### config.mk
export PLATFORM = sky130hd
export DESIGN_NAME = sid_i2s_tx
export DESIGN_NICKNAME = d
export VERILOG_FILES = /design/src/rtl/sid_i2s_tx.sv
export SDC_FILE = /design/constraint.sdc
export NUM_CORES = 1
export LEC_CHECK = 0
export ABC_AREA = 1
export CORE_ASPECT_RATIO = 0.5
export CORE_UTILIZATION = 50
export CTS_CLUSTER_SIZE = 8
export DETAILED_ROUTE_END_ITERATION = 10
export PLACE_DENSITY = 0.74
export SLEW_MARGIN = 10
export SYNTH_ARGS = -nofsm -noshare
export SYNTH_HDL_FRONTEND = slang
export SYNTH_SLANG_ARGS = --single-unit
### constraint.sdc
create_clock -name clk -period 1.95 [get_ports clk]
set_input_delay 0.2925 -clock clk [delete_from_list [all_inputs] [get_ports clk]]
set_output_delay 0.2925 -clock clk [all_outputs]
set_load 0.05 [all_outputs]
### src/rtl/sid_i2s_tx.sv
// Philips I2S transmitter for the SID mixer output: mono sample duplicated on both slots,
// one-entry holding register between the sample strobe and the free-running 64-BCLK frame.
module sid_i2s_tx #(
    parameter int BCLK_DIV = 4
) (
    input  logic        clk,
    input  logic        iRstN,
    input  logic [15:0] iSample,
    input  logic        iValid,
    output logic        oBclk,
    output logic        oLrclk,
    output logic        oSdata,
    output logic        oUnderrun,
    output logic        oOverrun
);

    localparam int DW = (BCLK_DIV > 1) ? $clog2(BCLK_DIV) : 1;
    localparam logic [DW-1:0] DIV_MAX = DW'(BCLK_DIV - 1);

    logic [DW-1:0] r_div_cnt;
    logic          r_bclk;
    logic [5:0]    r_bit_cnt;
    logic [15:0]   r_hold;
    logic [15:0]   r_frame;
    logic          r_fresh;
    logic          r_primed;
    logic          r_lrclk;
    logic          r_sdata;
    logic          r_underrun;
    logic          r_overrun;

    logic          w_wrap;
    logic          w_fall;
    logic [5:0]    w_bit_nxt;
    logic          w_load;
    logic [15:0]   w_frame_nxt;
    logic [4:0]    w_k;
    logic          w_bit;

    // Tick decode and the frame value as it will stand after a possible load.
    always_comb begin
        w_wrap    = (r_div_cnt == DIV_MAX);
        w_fall    = w_wrap && r_bclk;
        w_bit_nxt = r_bit_cnt + 6'd1;
        w_load    = w_fall && (w_bit_nxt == 6'd1);
        w_k       = r_bit_cnt[4:0];
        if (w_load && iValid) begin
            w_frame_nxt = iSample;
        end else if (w_load && r_fresh) begin
            w_frame_nxt = r_hold;
        end else begin
            w_frame_nxt = r_frame;
        end
        // Slot bit k = (n-1) mod 32 equals the old bit counter's low five bits.
        if (w_k < 5'd16) begin
            w_bit = w_frame_nxt[4'd15 - w_k[3:0]];
        end else begin
            w_bit = 1'b0;
        end
    end

    // BCLK divider and frame bit counter.
    always_ff @(posedge clk) begin
        if (!iRstN) begin
            r_div_cnt <= '0;
            r_bclk    <= 1'b0;
            r_bit_cnt <= 6'd0;
        end else if (w_wrap) begin
            r_div_cnt <= '0;
            r_bclk    <= ~r_bclk;
            if (r_bclk) begin
                r_bit_cnt <= w_bit_nxt;
            end else begin
                r_bit_cnt <= r_bit_cnt;
            end
        end else begin
            r_div_cnt <= r_div_cnt + DW'(1);
        end
    end

    // Holding register, frame load and flag generation; an iValid on the load tick bypasses the hold.
    always_ff @(posedge clk) begin
        if (!iRstN) begin
            r_hold     <= 16'd0;
            r_frame    <= 16'd0;
            r_fresh    <= 1'b0;
            r_primed   <= 1'b0;
            r_underrun <= 1'b0;
            r_overrun  <= 1'b0;
        end else begin
            r_underrun <= 1'b0;
            r_overrun  <= 1'b0;
            if (w_load) begin
                r_frame <= w_frame_nxt;
                r_fresh <= 1'b0;
                if (iValid) begin
                    r_primed <= 1'b1;
                end else if (!r_fresh) begin
                    r_underrun <= r_primed;
                end else begin
                    r_primed <= r_primed;
                end
            end else if (iValid) begin
                r_hold    <= iSample;
                r_fresh   <= 1'b1;
                r_primed  <= 1'b1;
                r_overrun <= r_fresh;
            end else begin
                r_hold <= r_hold;
            end
        end
    end

    // Serial outputs change only on BCLK falling ticks.
    always_ff @(posedge clk) begin
        if (!iRstN) begin
            r_lrclk <= 1'b0;
            r_sdata <= 1'b0;
        end else if (w_fall) begin
            r_lrclk <= w_bit_nxt[5];
            r_sdata <= w_bit;
        end else begin
            r_lrclk <= r_lrclk;
        end
    end

    assign oBclk     = r_bclk;
    assign oLrclk    = r_lrclk;
    assign oSdata    = r_sdata;
    assign oUnderrun = r_underrun;
    assign oOverrun  = r_overrun;

endmodule
==> impl_metrics.env, run 1 <==
export IMPL_die_w_um=96.9
export IMPL_max_cap_viol_count=0
export IMPL_port_buffers=23
export IMPL_num_rows=16
export IMPL_gr_usage_all_layers_pct=30.2
export IMPL_critPathMaxFanout=8
export IMPL_drtIter0Drc=450
export IMPL_syn2layout_area_growth_pct=56.6
export IMPL_synth_cells=316
export IMPL_cts_tree="built"
export IMPL_clk_path_buf_depth=2
export IMPL_grt_start_max_net_pins=26
export IMPL_postSynthRegisterBits=46
export IMPL_leakage_nw=1.53
export IMPL_multiInputGateArea_um2=1380
export IMPL_synth_top_family_by_area="simple AND/OR/NAND/NOR gates"
export IMPL_synth_xor_area_share_pct=0
export IMPL_top_layer_used="met4"
export IMPL_dp_hpwl_um=4000
export IMPL_seqCellArea_um2=935
export IMPL_synth_compound_area_share_pct=13.1
export IMPL_run_status="finished, violations left"
export IMPL_vias=2706
export IMPL_max_freq_ghz=0.418
export IMPL_clk_latency_ns=0.31
export IMPL_synth_net_count=338
export IMPL_setup_viol=26
export IMPL_period_needed_ns=2.39
export IMPL_period_share_pct=123
export IMPL_io_pin_count=24
export IMPL_antennaDiodeCount=0
export IMPL_numCtsBuffers=5
export IMPL_ff2ff_path_depth=18
export IMPL_gp_congestion=0.927
export IMPL_synthMuxAreaShare_pct=0
export IMPL_hold_end="r_div_cnt[0]"
export IMPL_drv_slew=0
export IMPL_fin_ws_ns=-0.442
export IMPL_die_y_um=49.4
export IMPL_drtAntennaViolNets=0
export IMPL_worst_setup_path_start_kind="register"
export IMPL_routed_wl_um=8620
export IMPL_grt_pass1_vias=2397
export IMPL_drc=0
export IMPL_cts_max_level=2
export IMPL_violations="negative setup slack"
export IMPL_wl_met2_um=3720
export IMPL_final_util_pct=85.9
export IMPL_worst_setup_path_type="register to register"
export IMPL_path_clk_slew_ns=0.09
export IMPL_synthSimpleGateAreaFrac_pct=33.2
export IMPL_synth_area_um2=2250
export IMPL_yosysTopAreaCellShare_pct=40.9
export IMPL_core_area_um2=4100
export IMPL_r2r_end="oSdata"
export IMPL_cp_required_ns=2.14
export IMPL_min_path_type="register to register"
export IMPL_nFillCells=196
export IMPL_antenna_found_initial=0
export IMPL_cts_sink_count=46
export IMPL_holdPathStages=1
export IMPL_grt_overflow_total=0
export IMPL_met1_length_um=3360
export IMPL_r2r_slack_ns=-0.44
export IMPL_wire_per_inst_um=19.4
export IMPL_min_from="r_div_cnt[0]"
export IMPL_slew_headroom_pct=58.9
export IMPL_yosysWarnings=0
export IMPL_drive_gt1_share_pct=39.7
export IMPL_first_pass_iters=7
export IMPL_synth_fa_ha_area_share_pct=1.67
export IMPL_synth_distinct_cells=30
export IMPL_initial_core_util_pct=54.8
export IMPL_critPathArrivalTime_ns=2.58
export IMPL_yosysTopAreaCell="dfxtp_1"
export IMPL_wl_met3_um=1060
export IMPL_rsz0062_at_grt="true"
export IMPL_avgSynthCellArea_um2=7.12
export IMPL_die_area_um2=4790
export IMPL_vias_per_cell=6.09
export IMPL_p_per_area_nw_per_um2=605
export IMPL_fin_skew_ns=0.00903
export IMPL_yosysSeqAreaShare_pct=40.9
export IMPL_hold_violations=0
export IMPL_grt_pass1_wl_um=11300
export IMPL_nNetsFinal=411
export IMPL_peakVddDrop_v=0.000423
export IMPL_synthTopCellsByArea="dfxtp_1, nand2_1, nand3_1, a21oi_1, inv_1"
export IMPL_timing_rr_start="r_bit_cnt[0]"
export IMPL_hold_ws_ns=0.454
export IMPL_cts_root_buf="clkbuf_8"
export IMPL_worst_slew_pin_slew_ns=0.616
export IMPL_end_kind="register"
==> worst max-delay path, stage by stage (launching register included) <==
cell,delay [ns]
dfxtp_4,0.39
buf_4,0.14
nand2_2,0.07
inv_2,0.06
nand2_1,0.08
nand2_2,0.12
nand2_4,0.08
nor2_8,0.15
buf_12,0.12
nand3_4,0.12
buf_8,0.22
nand2_1,0.12
nand3_2,0.08
nand3_1,0.09
nand3_1,0.13
nand2_1,0.12
a21oi_2,0.06
nand3_2,0.07
a21oi_2,0.05
==> power breakdown <==
part | switching [mW] | internal, mW | total, mW
combinational | 0.129 | 0.112 | 0.242
clock | 0.343 | 0.547 | 0.890
sequential | 0.0287 | 0.972 | 1.00
==> area by class of cell <==
class / count / area share [%]
Multi-Input combinational cell: 213 / 39.3
Sequential cell: 46 / 26.5
Timing Repair Buffer: 77 / 22.9
Inverter: 46 / 5.36
Clock buffer: 6 / 2.34
Tap cell: 54 / 1.92
Clock inverter: 2 / 1.70
==> state kept, by name, summed over array words and instances, names as in the netlist <==
| signal | count |
|---|---|
| r_div_cnt | 2 |
| oUnderrun | 1 |
| r_frame | 16 |
| r_hold | 16 |
| r_fresh | 1 |
| r_primed | 1 |
| oBclk | 1 |
| oSdata | 1 |
| r_bit_cnt | 6 |
| oOverrun | 1 |
==> timing repair <==
item                       CTS  global route
setup buffers                8            10
cloned                       2             2
pin swaps                   21            23
resized for setup           42            69
setup endpoints to repair   11            26
hold buffers                 0             0
==> how the worst max path moves through the flow <==
stage                            start     end  slack [ns]
after global routing      r_bit_cnt[0]  oSdata       -0.50
after detailed placement  r_bit_cnt[1]  oSdata       -0.20
after floorplan           r_bit_cnt[0]  oSdata       -0.03
after global placement    r_bit_cnt[1]  oSdata       -0.16
final                     r_bit_cnt[0]  oSdata       -0.44
after CTS                 r_bit_cnt[0]  oSdata       -0.16
==> cells in the mapped netlist (all sizes together) <==
cell,number
nor3b,1
o21ai,24
buf,6
o211ai,1
clkbuf,6
nor3,4
nand3,40
inv,42
dfxtp,46
nand2,71
ha,3
clkinv,4
a211oi,1
nand4,12
a21oi,31
nor2,24
==> cell usage in the layout (no fill, tap or decap), types with 12 or more instances in the layout <==
| master | netlist | layout |
|---|---|---|
| a21oi_1 | 30 | 21 |
| buf_4 | 0 | 35 |
| clkdlybuf4s50_1 | 0 | 23 |
| dfxtp_1 | 46 | 41 |
| inv_1 | 40 | 35 |
| nand2_1 | 67 | 48 |
| nand2_2 | 3 | 19 |
| nand3_1 | 35 | 15 |
| nand3_2 | 3 | 22 |
| nand4_1 | 12 | 12 |
| nor2_1 | 20 | 15 |
==> metrics by stage <==
stage	std cells	total power, mW	cell area, um2	setup slack [ns]	setup TNS (ns)
5_1_grt	444	2.19	3520	-0.496	-8.80
2_1_floorplan	316	1.10	2270	-0.0298	-0.0298
3_3_place_gp	414	1.18	2770	-0.157	-0.157
4_1_cts	432	2.06	3180	-0.163	-0.709
6_report	444	2.13	3520	-0.442	-6.91
3_5_place_dp	414	1.19	2770	-0.203	-0.205
==> per-layer routing <==
| layer | track usage [%] | up-vias |
|---|---|---|
| li1 | - | 1180 |
| met2 | 50.8 | 243 |
| met3 | 6.88 | 72 |
| met5 | 0 | - |
| met4 | 13.4 | 0 |
| met1 | 37.4 | 1211 |
==> kinds of logic after synthesis <==
group	count (synthesis)
compound gates	57
fa+ha+maj	3
buf+inv	58
flops	46
simple gates	152
(Power assumes the default switching activity.)
==> inputs of run 2 (changes only) <==
Settings changed: CORE_UTILIZATION 50 to 28, PLACE_DENSITY 0.74 to 0.46.
==> run 2 against run 1 <==
Non-clock buffer count increased by 1. The run still ends with negative setup slack left. Combinational power barely moved. Critical path type unchanged. Highest routed layer unchanged. Via count shrank 15%. Largest power group unchanged. Register-to-register slack better by 0.24 ns.
==> impl_metrics.env, run 2 (synthesis results as in run 1) <==
export IMPL_run_status="finished, violations left"
export IMPL_violations="negative setup slack"
export IMPL_r2r_end="oSdata"
export IMPL_min_path_type="register to register"
export IMPL_cts_max_level=2
export IMPL_syn2layout_area_growth_pct=59.2
export IMPL_cp_top_family="simple AND/OR/NAND/NOR gates"
export IMPL_max_cap_viol_count=0
export IMPL_clk_latency_ns=0.29
export IMPL_hold_violations=0
export IMPL_routed_wl_um=6920
export IMPL_slew_headroom_pct=66.7
export IMPL_timing_rr_start="r_bit_cnt[0]"
export IMPL_drtIter0Drc=130
export IMPL_end_kind="register"
export IMPL_dp_hpwl_um=4390
export IMPL_clk_path_buf_depth=2
export IMPL_worst_path_most_repeated_cell="nand3_2"
export IMPL_min_from="r_div_cnt[0]"
export IMPL_p_per_area_nw_per_um2=583
export IMPL_worstPathCellList="ha_4 -> inv_2 -> nand2_2 -> nand2_2 -> nor2_4 -> nand2_4 -> nor2_8 -> nand3_4 -> inv_8 -> buf_12 -> nand2_1 -> nand3_2 -> nand3_2 -> nand2_1 -> nand3_2 -> nand3_2 -> a21oi_2"
export IMPL_period_needed_ns=2.15
export IMPL_vias_per_cell=4.64
export IMPL_crit_path_max_incr_delay_ns=0.38
export IMPL_critPathMaxFanout=8
export IMPL_placed_cell_area_um2=2900
export IMPL_grt_pass1_vias=2146
export IMPL_cts_sink_count=46
export IMPL_worst_setup_path_type="register to register"
export IMPL_slowest_stage="dfxtp_4"
export IMPL_period_share_pct=110
export IMPL_holdPathStages=1
export IMPL_gr_usage_all_layers_pct=16.1
export IMPL_wl_met3_um=264
export IMPL_grt_pass1_wl_um=10400
export IMPL_top_regs="r_frame (16), r_hold (16), r_bit_cnt (6)"
export IMPL_die_y_um=65.4
export IMPL_port_buffers=23
export IMPL_drtAntennaViolNets=0
export IMPL_die_area_um2=8420
export IMPL_die_w_um=129
export IMPL_critPathArrivalTime_ns=2.32
export IMPL_finalInstanceArea_um2=3580
export IMPL_nFillCells=789
export IMPL_max_freq_ghz=0.466
export IMPL_numCtsBuffers=5
export IMPL_layout_commonest_cell="nand2_1"
export IMPL_wire_per_inst_um=13.9
export IMPL_wl_met2_um=3060
export IMPL_drive_gt1_share_pct=39.5
export IMPL_grt_start_max_net_pins=26
export IMPL_ff2ff_path_depth=17
export IMPL_worst_setup_path_start_kind="register"
export IMPL_nNetsFinal=412
export IMPL_met1_length_um=3540
export IMPL_vias=2312
export IMPL_cp_required_ns=2.12
export IMPL_hold_end="r_div_cnt[0]"
export IMPL_top_layer_used="met4"
export IMPL_leakage_nw=1.55
export IMPL_cts_tree="built"
export IMPL_antenna_found_initial=0
export IMPL_post_layout_nonfiller_instances=498
export IMPL_initial_core_util_pct=29.8
export IMPL_core_area_um2=7540
export IMPL_peakVddDrop_v=0.000318
export IMPL_multiInputGateArea_um2=1380
export IMPL_worst_path_buf_inv=3
export IMPL_mostFrequentLayoutCells="nand2_1, dfxtp_1, buf_4"
export IMPL_drc=0
export IMPL_path_clk_slew_ns=0.06
export IMPL_r2r_slack_ns=-0.20
export IMPL_rsz0062_at_grt="true"
export IMPL_seqCellArea_um2=933
export IMPL_hold_ws_ns=0.434
export IMPL_antennaDiodeCount=0
export IMPL_fin_skew_ns=0.00758
export IMPL_dp_cells=476
export IMPL_worst_slew_pin_slew_ns=0.497
export IMPL_fin_setup_tns_ns=-0.641
export IMPL_num_rows=22
export IMPL_finalPower_mw=2.09
export IMPL_setup_viol=11
export IMPL_fin_ws_ns=-0.198
export IMPL_first_pass_iters=4
export IMPL_hold_buffers=0
export IMPL_cts_root_buf="clkbuf_16"
export IMPL_gp_congestion=0.779
export IMPL_grt_overflow_total=0
export IMPL_io_pin_count=24
export IMPL_drv_slew=0
run 2: changes by cell type in the layout (fill, tap and decap cells not counted), moves of 4 or more:
cell,delta
o21ai_2,+8
clkbuf_16,+7
clkbuf_8,-5
buf_12,-4
o21ai_0,-4
run 2: repair_timing:
action,in CTS,in global routing
cloned,1,5
endpoints found under the setup margin,17,25
buffers inserted,1,9
resized for setup,8,110
pin swaps,3,20
run 2: area by class of cell:
type                       count  share of cell area (%)
multi-input combinational    213                    38.6
sequential                    46                    26.0
timing repair buffer          78                    22.4
inverter                      46                    5.20
clock buffer                   7                    3.98
tap                          108                    3.77
run 2: power breakdown:
group	leakage (nW)	switching, mW	internal (mW)
registers	0.379	0.0206	0.973
clock network	0.0700	0.352	0.504
logic	1.10	0.124	0.116
run 2: stage by stage:
| stage | utilization (%) | setup slack (ns) |
|---|---|---|
| floorplan | - | -0.0298 |
| global placement | 38.4 | -0.215 |
| detailed placement | 38.4 | -0.234 |
| CTS | 40.8 | -0.147 |
| global route | 47.5 | -0.324 |
| finish | 47.5 | -0.198 |
run 2: how the worst max path moves through the flow:
stage | start | to | slack (ns) | cells past startpoint
after global placement | r_bit_cnt[2] | oSdata | -0.22 | 16
after floorplan | r_bit_cnt[0] | oSdata | -0.03 | 16
after detailed placement | r_bit_cnt[2] | oSdata | -0.23 | 16
after CTS | r_bit_cnt[0] | oSdata | -0.15 | 17
after global routing | r_bit_cnt[0] | oSdata | -0.32 | 17
final | r_bit_cnt[0] | oSdata | -0.20 | 17
run 2: layer usage:
metal / track usage (%) / vias up
li1: - / 1182
met1: 22.1 / 1094
met2: 25.3 / 31
met3: 3.66 / 5
met4: 4.41 / 0
met5: 0 / -
